==> src/rtl/mips_bus_pkg.sv <==
// Shared definitions for the data-side sram-like bridge: FSM encoding,
// access-size codes and the kseg0/kseg1 physical-address mask.
package mips_bus_pkg;

  typedef enum logic [1:0] {
    ST_IDLE = 2'd0,
    ST_REQ  = 2'd1,
    ST_WAIT = 2'd2,
    ST_DONE = 2'd3
  } dbr_state_e;

  localparam logic [1:0]  SIZE_BYTE = 2'b00;
  localparam logic [1:0]  SIZE_HALF = 2'b01;
  localparam logic [1:0]  SIZE_WORD = 2'b10;
  localparam logic [31:0] KSEG_MASK = 32'h1FFF_FFFF;

  function automatic logic is_kseg01(input logic [31:0] a);
    return (a[31:29] == 3'b100) || (a[31:29] == 3'b101);
  endfunction

endpackage

==> src/rtl/d_sramlike_bridge_if.sv <==
// CPU data port plus downstream sram-like data port. The master modport is
// the bridge's view; slave is the view of the CPU/memory environment.
interface d_sramlike_bridge_if;
  logic        cpu_data_en;
  logic [3:0]  cpu_data_wen;
  logic [31:0] cpu_data_addr;
  logic [31:0] cpu_data_wdata;
  logic [31:0] cpu_data_rdata;
  logic        cpu_longest_stall;
  logic        d_stall;

  logic        data_req;
  logic        data_wr;
  logic [1:0]  data_size;
  logic [3:0]  data_wen;
  logic [31:0] data_addr;
  logic [31:0] data_wdata;
  logic [31:0] data_rdata;
  logic        data_addr_ok;
  logic        data_data_ok;

  modport master (
    input  cpu_data_en, cpu_data_wen, cpu_data_addr, cpu_data_wdata, cpu_longest_stall,
    output cpu_data_rdata, d_stall,
    output data_req, data_wr, data_size, data_wen, data_addr, data_wdata,
    input  data_rdata, data_addr_ok, data_data_ok
  );

  modport slave (
    output cpu_data_en, cpu_data_wen, cpu_data_addr, cpu_data_wdata, cpu_longest_stall,
    input  cpu_data_rdata, d_stall,
    input  data_req, data_wr, data_size, data_wen, data_addr, data_wdata,
    output data_rdata, data_addr_ok, data_data_ok
  );
endinterface

==> src/rtl/d_bridge_size_enc.sv <==
// Byte-enable to sram-like access size. Anything not a single byte or an
// aligned halfword (reads and illegal masks included) is issued as a word.
module d_bridge_size_enc
  import mips_bus_pkg::*;
(
  input  logic [3:0] wen,
  output logic [1:0] size
);
  always_comb begin
    size = SIZE_WORD;
    case (wen)
      4'b0001, 4'b0010, 4'b0100, 4'b1000: size = SIZE_BYTE;
      4'b0011, 4'b1100:                   size = SIZE_HALF;
      default:                            size = SIZE_WORD;
    endcase
  end
endmodule

==> src/rtl/d_sramlike_bridge.sv <==
// CPU memory-stage to sram-like data port bridge. Define DBRIDGE_KSEG_MAP_EN
// to fold kseg0/kseg1 addresses onto physical addresses.
module d_sramlike_bridge
  import mips_bus_pkg::*;
(
  input  logic                  clk,
  input  logic                  resetn,
  d_sramlike_bridge_if.master   bus
);
  dbr_state_e  state;
  logic [31:0] rdata_q;
  logic        issuing;

  // A request is on the bus in REQ, or in IDLE as soon as the CPU asks.
  assign issuing = (state == ST_REQ) || ((state == ST_IDLE) && bus.cpu_data_en);

  always_ff @(posedge clk or negedge resetn) begin
    if (!resetn) begin
      state   <= ST_IDLE;
      rdata_q <= '0;
    end else begin
      case (state)
        ST_IDLE, ST_REQ: begin
          if (issuing) begin
            if (bus.data_addr_ok && bus.data_data_ok) begin
              state   <= ST_DONE;
              rdata_q <= bus.data_rdata;
            end else if (bus.data_addr_ok) begin
              state <= ST_WAIT;
            end else begin
              state <= ST_REQ;
            end
          end
        end
        ST_WAIT: begin
          if (bus.data_data_ok) begin
            state   <= ST_DONE;
            rdata_q <= bus.data_rdata;
          end
        end
        // Holding DONE while frozen keeps the same instruction from re-issuing.
        ST_DONE: if (!bus.cpu_longest_stall) state <= ST_IDLE;
        default: state <= ST_IDLE;
      endcase
    end
  end

  assign bus.cpu_data_rdata = rdata_q;
  assign bus.d_stall        = bus.cpu_data_en && (state != ST_DONE);
  assign bus.data_req       = resetn && issuing;
  assign bus.data_wr        = |bus.cpu_data_wen;
  assign bus.data_wen       = bus.cpu_data_wen;
  assign bus.data_wdata     = bus.cpu_data_wdata;

`ifdef DBRIDGE_KSEG_MAP_EN
  assign bus.data_addr = is_kseg01(bus.cpu_data_addr) ? (bus.cpu_data_addr & KSEG_MASK)
                                                      : bus.cpu_data_addr;
`else
  assign bus.data_addr = bus.cpu_data_addr;
`endif

  d_bridge_size_enc u_size_enc (
    .wen  (bus.cpu_data_wen),
    .size (bus.data_size)
  );
endmodule

==> src/flat_wrapper.sv <==
// flat-port wrapper written by rule: the top's interface ports become plain ports
module d_sramlike_bridge_flat import mips_bus_pkg::*;
  (clk, resetn, bus_cpu_data_en, bus_cpu_data_wen, bus_cpu_data_addr, bus_cpu_data_wdata, bus_cpu_longest_stall, bus_cpu_data_rdata, bus_d_stall, bus_data_req, bus_data_wr, bus_data_size, bus_data_wen, bus_data_addr, bus_data_wdata, bus_data_rdata, bus_data_addr_ok, bus_data_data_ok);
  d_sramlike_bridge_if bus_i ();
  input  logic clk;
  input  logic resetn;
  input wire logic [$bits(bus_i.cpu_data_en)-1:0] bus_cpu_data_en;
  input wire logic [$bits(bus_i.cpu_data_wen)-1:0] bus_cpu_data_wen;
  input wire logic [$bits(bus_i.cpu_data_addr)-1:0] bus_cpu_data_addr;
  input wire logic [$bits(bus_i.cpu_data_wdata)-1:0] bus_cpu_data_wdata;
  input wire logic [$bits(bus_i.cpu_longest_stall)-1:0] bus_cpu_longest_stall;
  output wire logic [$bits(bus_i.cpu_data_rdata)-1:0] bus_cpu_data_rdata;
  output wire logic [$bits(bus_i.d_stall)-1:0] bus_d_stall;
  output wire logic [$bits(bus_i.data_req)-1:0] bus_data_req;
  output wire logic [$bits(bus_i.data_wr)-1:0] bus_data_wr;
  output wire logic [$bits(bus_i.data_size)-1:0] bus_data_size;
  output wire logic [$bits(bus_i.data_wen)-1:0] bus_data_wen;
  output wire logic [$bits(bus_i.data_addr)-1:0] bus_data_addr;
  output wire logic [$bits(bus_i.data_wdata)-1:0] bus_data_wdata;
  input wire logic [$bits(bus_i.data_rdata)-1:0] bus_data_rdata;
  input wire logic [$bits(bus_i.data_addr_ok)-1:0] bus_data_addr_ok;
  input wire logic [$bits(bus_i.data_data_ok)-1:0] bus_data_data_ok;
  assign bus_i.cpu_data_en = bus_cpu_data_en;
  assign bus_i.cpu_data_wen = bus_cpu_data_wen;
  assign bus_i.cpu_data_addr = bus_cpu_data_addr;
  assign bus_i.cpu_data_wdata = bus_cpu_data_wdata;
  assign bus_i.cpu_longest_stall = bus_cpu_longest_stall;
  assign bus_cpu_data_rdata = bus_i.cpu_data_rdata;
  assign bus_d_stall = bus_i.d_stall;
  assign bus_data_req = bus_i.data_req;
  assign bus_data_wr = bus_i.data_wr;
  assign bus_data_size = bus_i.data_size;
  assign bus_data_wen = bus_i.data_wen;
  assign bus_data_addr = bus_i.data_addr;
  assign bus_data_wdata = bus_i.data_wdata;
  assign bus_i.data_rdata = bus_data_rdata;
  assign bus_i.data_addr_ok = bus_data_addr_ok;
  assign bus_i.data_data_ok = bus_data_data_ok;
  d_sramlike_bridge u_core (.clk(clk), .resetn(resetn), .bus(bus_i));
endmodule
==> config.mk <==
export PLATFORM = sky130hd
export DESIGN_NAME = d_sramlike_bridge_flat
export DESIGN_NICKNAME = d
export VERILOG_FILES = /design/src/rtl/mips_bus_pkg.sv /design/src/rtl/d_sramlike_bridge_if.sv /design/src/rtl/d_bridge_size_enc.sv /design/src/rtl/d_sramlike_bridge.sv /design/src/flat_wrapper.sv
export SDC_FILE = /design/constraint.sdc
export NUM_CORES = 1
export LEC_CHECK = 0
export ABC_AREA = 1
export CORE_MARGIN = 2
export CORE_UTILIZATION = 31
export CTS_BUF_LIST = sky130_fd_sc_hd__clkbuf_4 sky130_fd_sc_hd__clkbuf_8 sky130_fd_sc_hd__clkbuf_16
export DETAILED_ROUTE_END_ITERATION = 10
export GPL_TIMING_DRIVEN = 1
export PLACE_DENSITY = 0.89
export SYNTH_ARGS = -nofsm -noshare
export SYNTH_HDL_FRONTEND = slang
export SYNTH_HIERARCHICAL = 1
export SYNTH_SLANG_ARGS = --single-unit
==> constraint.sdc <==
create_clock -name clk -period 2.2 [get_ports clk]
set_input_delay 0.66 -clock clk [delete_from_list [all_inputs] [get_ports clk]]
set_output_delay 0.66 -clock clk [all_outputs]
set_load 0.01 [all_outputs]
* Word-level counts from Yosys, hierarchy flattened
Index checks and enable logic that the tools add are counted.
** Storage, ports and cells
- Register bits after elaboration :: 34
- Output and inout port bits :: 105
** Operators by class
- Mux-type cells :: 11
- Reductions and logical operators :: 13
- Equal/unequal tests :: 14
** Operators with widths (number)
- 2-to-1 mux 32 bit :: 3
- one-hot mux 32 bit (2 select lines) :: 1
- 2-to-1 mux 2 bit :: 5
- equality test 4 x 2 -> 1 bit (second input constant) :: 2
- equality test 4 bit (second input constant) :: 2
- OR reduction 4 bit :: 2
- != test 2 bit (second input constant) :: 3
- one-hot mux 2 bit (3 select lines) :: 1
- equality test 2 bit (second input constant) :: 2
- equality test 4 x 1 -> 1 bit (second input constant) :: 1
- equality test 4 x 3 -> 1 bit (second input constant) :: 1
- logical AND 1 bit :: 4
- != test 2 x 1 -> 1 bit (second input constant) :: 2
- one-hot mux 2 bit (2 select lines) :: 1
- AND reduction 4 bit :: 1
- OR reduction 2 bit :: 2
- AND reduction 3 bit :: 1
- equality test 2 x 1 -> 1 bit (second input constant) :: 1
- logical NOT 2 bit :: 1
- nonzero test 2 bit :: 1
- logical OR 1 bit :: 1

* Depth between registers and ports, before layout
- Word-level depth :: 5
- Depth in mapped cells :: 8

* Hierarchy
Netlist, hierarchy kept.
** Modules (own cells, without submodules)
- d_sramlike_bridge :: times used 1, area an instance 1970.6 µm², seq. area each 850.8 µm², cells an instance 238
- d_bridge_size_enc :: times used 1, area an instance 67.6 µm², seq. area each 0.0 µm², cells an instance 18

* Worst setup path before layout
Ideal clock, no wire load.
- Path kind :: input to output
- Start point :: input bus_cpu_data_wen[2]
- End point :: output bus_data_size[1]
- Stages :: 3
- Arrival :: 0.929 ns
- Path slack :: 0.611 ns
- Buffers on the path :: 0
- Cell sequence :: nor2_1 > nand2_1 > nand2_1
** Between the ends
- Word-level cells in the longest chain between the ends :: 3
** RTL lines
- start, declared :: line flat_wrapper.sv:8 : input wire logic [$bits(bus_i.cpu_data_wen)-1:0] bus_cpu_data_wen;
- equality test 4 x 1 -> 1 bit, or another cell as far along :: line d_bridge_size_enc.sv:11 : case (wen)
- OR reduction 4 bit / OR reduction 2 bit (equally long branches) :: line d_bridge_size_enc.sv:11
- one-hot mux 2 bit (2 select lines) * :: line d_bridge_size_enc.sv:11
- end, declared :: line flat_wrapper.sv:16 : output wire logic [$bits(bus_i.data_size)-1:0] bus_data_size;
Every way passes the cells marked *; elsewhere a longest branch is shown, timed or not.

* Worst setup path after layout
- Start point :: input bus_cpu_data_wen[0]
- End point :: output bus_data_size[1]
Same word-level chain as after synthesis.

==> impl_metrics.env <==
export IMPL_status="finished clean"
export IMPL_num_antenna_cells=0
export IMPL_die_y_um=85.1
export IMPL_fin_ws_ns=0.164
export IMPL_drive_gt1_share_pct=10.5
export IMPL_ir_worst_vdd_uv=646
export IMPL_nets=381
export IMPL_period_minus_slack_ns=2.04
export IMPL_finClkSkew_ns=0.00141
export IMPL_antenna_found_initial=0
export IMPL_place_ws_ns=-0.449
export IMPL_final_cell_mix="nand2_1, clkdlybuf4s50_1, dfrtp_1"
export IMPL_grt_overflow=0
export IMPL_dr_first_iter_drc_count=32
export IMPL_path_common_cell="nand2_1"
export IMPL_fin_crit_sh_pct=92.6
export IMPL_ant_nets=0
export IMPL_cp_arrival_ns=1.38
export IMPL_required_ns=1.54
export IMPL_gp_congestion=0.714
export IMPL_grt_max_degree=35
export IMPL_max_cap_violations=0
export IMPL_cpPeakStageDelay_ns=0.26
export IMPL_rows=29
export IMPL_die_w_um=85.1
export IMPL_design_core_area_sq_um=6350
export IMPL_cts_root_buf="clkbuf_8"
export IMPL_syn_to_final_growth_pct=23.9
export IMPL_drc=0
export IMPL_clock_latency_ns=0.27
export IMPL_synth_cells=256
export IMPL_final_common_cell="nand2_1"
export IMPL_path_cells="clkbuf_2 > nor2_2 > buf_4 > nand2_1 > nand2_1 > dlygate4sd2_1"
export IMPL_syn_nets=362
export IMPL_crit_type="primary input to output pin"
export IMPL_clockBufferDepth=2
export IMPL_hp_class="primary input to async pin"
export IMPL_setup_violations_final=0
export IMPL_tightest_slew_ns=0.426
export IMPL_routedWlPerCell_um=13.1
export IMPL_grt_usage_pct=12.9
export IMPL_worstReg2RegStart="u_core/state[1]$_DFFE_PN0P_"
export IMPL_r2r_end="u_core/bus.cpu_data_rdata[12]$_DFFE_PN0P_"
export IMPL_start_util_pct=32.1
export IMPL_numCtsBuffers=5
export IMPL_grt_pass1_vias=1603
export IMPL_drt_vias_per_instance=4.46
export IMPL_first_pass_iters=4
export IMPL_slowest_stage="dlygate4sd2_1"
export IMPL_io_buffers=82
export IMPL_max_slew_margin_pct=71.6
export IMPL_routed_wl_mm=4.62
export IMPL_power_density_nw_per_um2=1370
export IMPL_tns_ns=0
export IMPL_fin_hold_ws_ns=0.438
export IMPL_setup_worst_path_start_class="primary input"
export IMPL_io_pin_count=211
export IMPL_clk_pin_slew_ns=0.07
export IMPL_synth_cell_types=14
export IMPL_grt_first_pass_wirelength_mm=7.45
export IMPL_yosysWarningCount=6
export IMPL_dieArea_sq_um=7240
export IMPL_vias=1576
export IMPL_clock_sinks=34
export IMPL_n_fill_cell=629
export IMPL_syn_area_per_cell_sq_um=7.96
export IMPL_yosys_top_cells_area="dfrtp_1, buf_4, nand2_1, nand3_1, inv_1"
export IMPL_power_leakage_nw=1.29
export IMPL_ys_ff_latch=34
export IMPL_rsz0062_at_grt="false"
export IMPL_htreeDepth=2
export IMPL_syn_area_sq_um=2040
export IMPL_r2r_cells=7
export IMPL_crit_fanout=5
export IMPL_maxSlewViolCount=0
export IMPL_regToRegSetupSlack_ns=0.81
export IMPL_cts_tree="yes"
export IMPL_ys_seq_area_share_pct=41.7
export IMPL_place_hpwl_mm=3.41
export IMPL_synth_top_cell_area_share_pct=41.7
export IMPL_yosys_area_top_type="dfrtp_1"
export IMPL_finalHoldViolCount=0
export IMPL_critPathCaptureType="output pin"
export IMPL_max_freq_mhz=491
## worst max-delay path by stage
stage | startpoint | to
floorplan | bus_cpu_data_wen[2] | bus_data_size[1]
detailed placement | bus_cpu_data_wen[2] | bus_data_size[0]
global placement | bus_cpu_data_wen[0] | bus_data_size[0]
global route | bus_cpu_data_wen[0] | bus_data_size[1]
finish | bus_cpu_data_wen[0] | bus_data_size[1]
CTS | bus_cpu_data_wen[3] | bus_data_size[0]
## what timing repair did
| action | in CTS | in global routing |
|---|---|---|
| gates resized for setup | 15 | 9 |
| hold buffers | 0 | 0 |
| setup endpoints to repair | 9 | 4 |
| pin swaps | 0 | 2 |
| setup buffers | 0 | 1 |
## report_power, final
group	switching, W	total [W]	internal (W)
clock	0.000205	0.000469	0.000264
sequential	0.000165	0.00110	0.000940
combinational	0.000972	0.00189	0.000913
total	0.00134	0.00346	0.00212
## Yosys cell counts
library cell  number
buf_6              3
inv_2              2
buf_4             71
o21ai_0            3
nand3_1           33
dfrtp_1           34
o21ai_2            1
nand2_4            1
nand2_1           87
o21ai_1            1
buf_2              3
nor2_1             6
nand2_2            1
inv_1             10
## kinds of logic after synthesis
kind of cell    synth area share [%]
buf+inv                         30.8
compound gates                  1.41
flops                           41.7
simple gates                    26.1
## worst max-delay path, delay by kind of cell
kind | cells | cell delay (ns)
buffers and inverters | 3 | 0.49
and+or+nand+nor | 3 | 0.22
## final cells by class
| type | instances | area [sq um] | area share (%) |
|---|---|---|---|
| repair buffers | 89 | 872 | 34.5 |
| flip-flops and latches | 34 | 851 | 33.7 |
| multi-input cells | 133 | 566 | 22.4 |
| well taps | 77 | 96.3 | 3.82 |
| clock buffers | 7 | 90.1 | 3.57 |
| inverters | 12 | 45.0 | 1.78 |
| clock inverters | 1 | 5.00 | 0.198 |
## layer usage
metal	global-route usage [%]	vias to the layer above	wire, um
met5	0	-	0
met4	7.65	0	195
met3	4.09	26	472
met2	23.0	82	2260
met1	13.0	712	1690
li1	-	756	-
## through the flow
stage	util, %	total power [W]	instances	area [sq um]
floorplan	-	0.00225	256	2040
global placement	38.4	0.00298	344	2440
detailed placement	38.4	0.00304	344	2440
CTS	39.9	0.00353	352	2530
global route	39.8	0.00379	353	2520
finish	39.8	0.00346	353	2520
## flip-flops by register name (all words and copies together), names as in the netlist
| register | cells |
|---|---|
| u_core/bus.cpu_data_rdata | 32 |
| u_core/state | 2 |
(Power assumes the default switching activity.)
